`src/rtl/fifo_pop_pkg.sv`:
```
// Shared types and encodings for the main-FIFO pop arbiter.
package fifo_pop_pkg;

    // Pop-control FSM states.
    typedef enum logic [1:0] {
        RUN     = 2'd0,
        BLOCKED = 2'd1,
        RESUME  = 2'd2
    } pop_state_t;

    // BLOCK_MODE encodings: stall on any VC, or only on the head word's VC.
    localparam int BLK_ANY    = 0;
    localparam int BLK_TARGET = 1;

    // Width of the resume-delay counter (delays up to 15 cycles).
    localparam int RES_CNT_W  = 4;

endpackage

```
`src/rtl/sat_counter.sv`:
```
// Saturating up-counter with synchronous active-low reset.
module sat_counter #(
    parameter int CNT_W = 8
) (
    input  logic             clk,
    input  logic             reset_L,
    input  logic             en,
    output logic [CNT_W-1:0] count
);

    // Count enabled events, holding at all-ones instead of wrapping.
    always_ff @(posedge clk) begin
        if (!reset_L) begin
            count <= {CNT_W{1'b0}};
        end else if (en && (count != {CNT_W{1'b1}})) begin
            count <= count + CNT_W'(1'b1);
        end else begin
            count <= count;
        end
    end

endmodule

```
`src/rtl/fifo_main_pop_arb.sv`:
```
// Drains a FWFT main FIFO into the VC-ID demux under per-VC almost-full
// backpressure, with resume hysteresis and per-VC pop counters.
module fifo_main_pop_arb
    import fifo_pop_pkg::*;
#(
    parameter int DATA_W     = 6,
    parameter int NUM_VC     = 2,
    parameter int VC_LSB     = 4,
    parameter int VC_W       = 1,
    parameter int BLOCK_MODE = 0,
    parameter int RESUME_DLY = 2,
    parameter int CNT_W      = 8
) (
    input  logic                    clk,
    input  logic                    reset_L,
    input  logic                    Main_empty,
    input  logic [DATA_W-1:0]       Main_data_out,
    input  logic [NUM_VC-1:0]       VC_almost_full,
    output logic                    Main_rd,
    output logic [DATA_W-1:0]       demux_vcid_in,
    output logic                    demux_vcid_valid_in,
    output logic                    blocked,
    output logic [NUM_VC*CNT_W-1:0] pop_count
);

    localparam logic [RES_CNT_W-1:0] RESUME_INIT = RES_CNT_W'(RESUME_DLY);

    pop_state_t           state_r;
    pop_state_t           state_nxt_s;
    logic [RES_CNT_W-1:0] cnt_r;
    logic [RES_CNT_W-1:0] cnt_nxt_s;
    logic [31:0]          vc_s;
    logic                 any_af_s;
    logic                 tgt_af_s;
    logic                 blk_s;
    logic                 pop_s;
    logic [NUM_VC-1:0]    cnt_en_s;

    // Backpressure decode: any-VC stall, or head-target stall with a
    // conservative fallback for out-of-range VC IDs and an empty FIFO.
    always_comb begin
        any_af_s = |VC_almost_full;
        vc_s     = {{(32-VC_W){1'b0}}, Main_data_out[VC_LSB +: VC_W]};
        tgt_af_s = any_af_s;
        for (int i = 0; i < NUM_VC; i++) begin
            if (vc_s == i[31:0]) begin
                tgt_af_s = VC_almost_full[i];
            end else begin
                tgt_af_s = tgt_af_s;
            end
        end
        if ((BLOCK_MODE == BLK_TARGET) && !Main_empty) begin
            blk_s = tgt_af_s;
        end else begin
            blk_s = any_af_s;
        end
    end

    // FSM state and resume-delay counter register.
    always_ff @(posedge clk) begin
        if (!reset_L) begin
            state_r <= RUN;
            cnt_r   <= {RES_CNT_W{1'b0}};
        end else begin
            state_r <= state_nxt_s;
            cnt_r   <= cnt_nxt_s;
        end
    end

    // FSM next-state: stall on backpressure, then wait RESUME_DLY clear
    // cycles before popping again so late almost-full updates can land.
    always_comb begin
        state_nxt_s = state_r;
        cnt_nxt_s   = cnt_r;
        case (state_r)
            RUN: begin
                if (!Main_empty && blk_s) begin
                    state_nxt_s = BLOCKED;
                end else begin
                    state_nxt_s = RUN;
                end
            end
            BLOCKED: begin
                if (blk_s) begin
                    state_nxt_s = BLOCKED;
                end else if (RESUME_DLY == 0) begin
                    state_nxt_s = RUN;
                end else begin
                    state_nxt_s = RESUME;
                    cnt_nxt_s   = RESUME_INIT;
                end
            end
            RESUME: begin
                cnt_nxt_s = cnt_r - {{(RES_CNT_W-1){1'b0}}, 1'b1};
                if (blk_s) begin
                    state_nxt_s = BLOCKED;
                end else if (cnt_r == {{(RES_CNT_W-1){1'b0}}, 1'b1}) begin
                    state_nxt_s = RUN;
                end else begin
                    state_nxt_s = RESUME;
                end
            end
            default: begin
                state_nxt_s = RUN;
                cnt_nxt_s   = {RES_CNT_W{1'b0}};
            end
        endcase
    end

    // FSM outputs: pop strobe and per-VC count enables.
    always_comb begin
        pop_s = reset_L && (state_r == RUN) && !Main_empty && !blk_s;
        for (int i = 0; i < NUM_VC; i++) begin
            cnt_en_s[i] = pop_s && (vc_s == i[31:0]);
        end
    end

    assign Main_rd = pop_s;
    assign blocked = (state_r != RUN);

    // Output register: forward the popped word, zero when idle.
    always_ff @(posedge clk) begin
        if (!reset_L) begin
            demux_vcid_in       <= {DATA_W{1'b0}};
            demux_vcid_valid_in <= 1'b0;
        end else if (pop_s) begin
            demux_vcid_in       <= Main_data_out;
            demux_vcid_valid_in <= 1'b1;
        end else begin
            demux_vcid_in       <= {DATA_W{1'b0}};
            demux_vcid_valid_in <= 1'b0;
        end
    end

    genvar g;
    generate
        for (g = 0; g < NUM_VC; g++) begin : g_cnt
            sat_counter #(
                .CNT_W (CNT_W)
            ) u_cnt (
                .clk     (clk),
                .reset_L (reset_L),
                .en      (cnt_en_s[g]),
                .count   (pop_count[g*CNT_W +: CNT_W])
            );
        end
    endgenerate

endmodule

```
`config.mk`:
```
export PLATFORM = sky130hd
export DESIGN_NAME = fifo_main_pop_arb
export DESIGN_NICKNAME = d
export VERILOG_FILES = /design/src/rtl/fifo_pop_pkg.sv /design/src/rtl/sat_counter.sv /design/src/rtl/fifo_main_pop_arb.sv
export SDC_FILE = /design/constraint.sdc
export NUM_CORES = 1
export LEC_CHECK = 0
export CAP_MARGIN = 20
export CORE_UTILIZATION = 47
export DETAILED_ROUTE_END_ITERATION = 7
export PLACE_DENSITY = 0.78
export SETUP_SLACK_MARGIN = 0.4
export SLEW_MARGIN = 20
export SYNTH_ARGS = -nofsm -noshare
export SYNTH_HDL_FRONTEND = slang
export SYNTH_SLANG_ARGS = --single-unit
```
`constraint.sdc`:
```
create_clock -name clk -period 5.3 [get_ports clk]
set_input_delay 1.06 -clock clk [delete_from_list [all_inputs] [get_ports clk]]
set_output_delay 1.06 -clock clk [all_outputs]
set_load 0.01 [all_outputs]
```
==> flow_summary.json <==
{
  "crit_arrival_ps": 2940,
  "yosys.area_share.simple_pct": 25.6,
  "synth.net_count": 175,
  "crit_slowest_cell": "clkdlybuf4s50_1",
  "synthCells": 156,
  "dp_hpwl_um": 2240,
  "synth_cell_types": 37,
  "grt_pass1_wl_um": 5090,
  "path_max_fanout": 17,
  "endpoint_kind": "output pin",
  "use_met1_pct": 21.9,
  "hold_ws_ps": 500,
  "synth-compound-area-share_pct": 19.5,
  "cts.sinks": 29,
  "wire_per_inst_um": 13.4,
  "drive_gt1_share_pct": 5.70,
  "placed_cells_incl_taps": 217,
  "drc_errors": 0,
  "synth_common_cells": "29 x dfxtp_1, 14 x a21oi_1, 12 x inv_1",
  "cpLargestDelayFamily": "buffers and inverters",
  "busiest_layer": "met2",
  "grt_overflow": 0,
  "skew_ps": 4.15,
  "port-buffer-count": 35,
  "cts_buffers": 5,
  "antenna_found_initial": 0,
  "ctsHtreeMaxLevel": 2,
  "ios": 36,
  "synth_top_area_cell": "dfxtp_1",
  "ys.flop_type": "dfxtp_1",
  "clk_pin_slew_ps": 70,
  "ctsResizeCount": 0,
  "path_common_cell": "clkdlybuf4s50_1",
  "fin_nets": 212,
  "outcome": "finished clean",
  "slew-limit-headroom_pct": 64.6,
  "rows": 19,
  "nFillCells": 240,
  "ys_seq_elements": 29,
  "maxCapViolations": 0,
  "synth_most_common_cell": "dfxtp_1",
  "clk_latency_ps": 310,
  "grt_pass1_vias": 1249,
  "use_met2_pct": 35.0,
  "synthXorXnorAreaFrac_pct": 0,
  "postCtsSetupRepairBufs": 0,
  "grt_use_met3_pct": 7.21,
  "diodes": 0,
  "clockBufferDepth": 2,
  "finalCritPeriodShare_pct": 75.5,
  "cts-root-buf": "clkbuf_4",
  "finalSetupViolations": 0,
  "maxSlewViolCount": 0,
  "core-area_um2": 2760,
  "async_reset_ff_share_pct": 0,
  "grt_usage_pct": 20.7,
  "wirelength_um": 3000,
  "fp.dieW_um": 56.2,
  "stdcell_count": 224,
  "cts.hold.buffers_added": 0,
  "crit_path_start_kind": "primary input",
  "fin_tns_setup_ps": 0,
  "syn_area_um2": 1380,
  "dieHeight_um": 56.2,
  "synth-edff-count": 0,
  "finalCriticalPeriod_ps": 4000,
  "cp.required_ps": 4240,
  "dr_total_vias": 1317,
  "die_area_um2": 3160,
  "crit_chain": "clkdlybuf4s50_1 > nor4b_4 > nand2_2 > inv_1 > clkdlybuf4s50_1",
  "cts_tree": "built",
  "post-place-ws_ps": 1300,
  "vdd.ir_drop.worst_mv": 0.215,
  "synth_mux_area_share_pct": 0.725,
  "syn2layout_area_growth_pct": 30.8,
  "yosysSeqAreaShare_pct": 42.1,
  "grt_max_degree": 19,
  "synthAdderAreaFrac_pct": 7.25,
  "synthTopCellsByArea": "dfxtp_1 42%, ha_1 7.3%, a21oi_1 5.1%",
  "fmax_ghz": 0.250,
  "setup_slack_ps": 1300,
  "hold_path.class": "register to register",
  "syn_area_per_cell_um2": 8.85,
  "hold_viol": 0,
  "yosys_warnings": 0,
  "tightest_slew_ps": 527,
  "drt-pass1-iter-count": 4,
  "leakagePower_nw": 0.664,
  "rsz0062_at_grt": "no",
  "max_stage_delay_ps": 530,
  "path_buf_inv": 3,
  "final_antenna_net_count": 0,
  "globalplace.congestion": 0.899,
  "crit_type": "primary input to output pin",
  "synth_top_family_by_area": "simple AND/OR/NAND/NOR gates",
  "avgViaCountPerCell": 5.88,
  "start_util_pct": 50.0,
  "synth_top_area_share_pct": 42.1,
  "p_per_area_nw_per_um2": 213,
  "drtIter0Drc": 41
}
[cell families after synthesis]
logic type	after synthesis
AO/OA/AOI/OAI	40
adder cells (fa/ha/maj)	8
buffers and inverters	18
flip-flops	29
multiplexers	1
AND/OR/NAND/NOR	60
[where the power goes]
part | leakage [nW] | internal, mW | switching [mW]
Sequential | 0.234 | 0.220 | 0.00154
Clock | 0.0314 | 0.0625 | 0.0658
Combinational | 0.399 | 0.0169 | 0.0184
Total | 0.664 | 0.299 | 0.0857
[metrics by stage]
step / util (%) / power (mW) / instance area (µm²)
after global placement: 63.5 / 0.261 / 1750
after detailed placement: 63.5 / 0.262 / 1750
after CTS: 65.5 / 0.389 / 1810
after floorplan: - / 0.245 / 1380
after global routing: 65.5 / 0.406 / 1810
final: 65.5 / 0.385 / 1810
[layout make-up]
class | count | area (µm²) | share of cell area [%]
inverter | 13 | 48.8 | 2.70
clock buffer | 7 | 55.1 | 3.05
sequential | 29 | 581 | 32.2
timing repair buffer | 35 | 350 | 19.4
multi-input combinational | 109 | 732 | 40.5
tap | 31 | 38.8 | 2.15
[per-layer routing]
metal | share of wire (%) | up-vias
met4 | 3.1 | 0
met3 | 4.7 | 12
met2 | 50 | 37
met1 | 42 | 612
met5 | 0 | -
li1 | - | 656
[worst reg2reg max path, cell delays in order (launching register included)]
cell and delay [ps]:
dfxtp_1 330, inv_1 80, ha_1 210, nor4b_4 420, nand2_2 270, or4_1 560
a21oi_1 160
[layout by cell type, fill, tap and decap left out, types with 2 or more instances in the layout]
cell	n
clkdlybuf4s50_1	35
dfxtp_1	29
a21oi_1	14
inv_1	12
nand2_1	10
nand3_1	9
ha_1	8
nor2_1	7
and3_1	7
o21ai_0	6
clkbuf_4	5
o31ai_1	4
or4_1	4
o311ai_0	4
o41ai_1	4
nor3_1	3
nor4_1	3
or3_1	3
nand2_2	2
and4_1	2
nand4_1	2
a211oi_1	2
[flip-flops by register name, summed over array words and instances, names as in the netlist]
register / flops
state_r: 2
g_cnt.u_cnt.count: 16
demux_vcid_in: 6
demux_vcid_valid_in: 1
cnt_r: 4
[worst paths after layout]
| path | end | depth (start not counted) | slack [ps] | from |
|---|---|---|---|---|
| worst max-delay path | Main_rd | 5 | 1300 | VC_almost_full[1] |
| worst min-delay path | cnt_r[1] | 2 | 500 | cnt_r[1] |
| worst max register to register | g_cnt[0].u_cnt.count[6] | 6 | 3170 | state_r[0] |
| worst min register to register | cnt_r[1] | 2 | 500 | cnt_r[1] |
(Power assumes the default switching activity.)
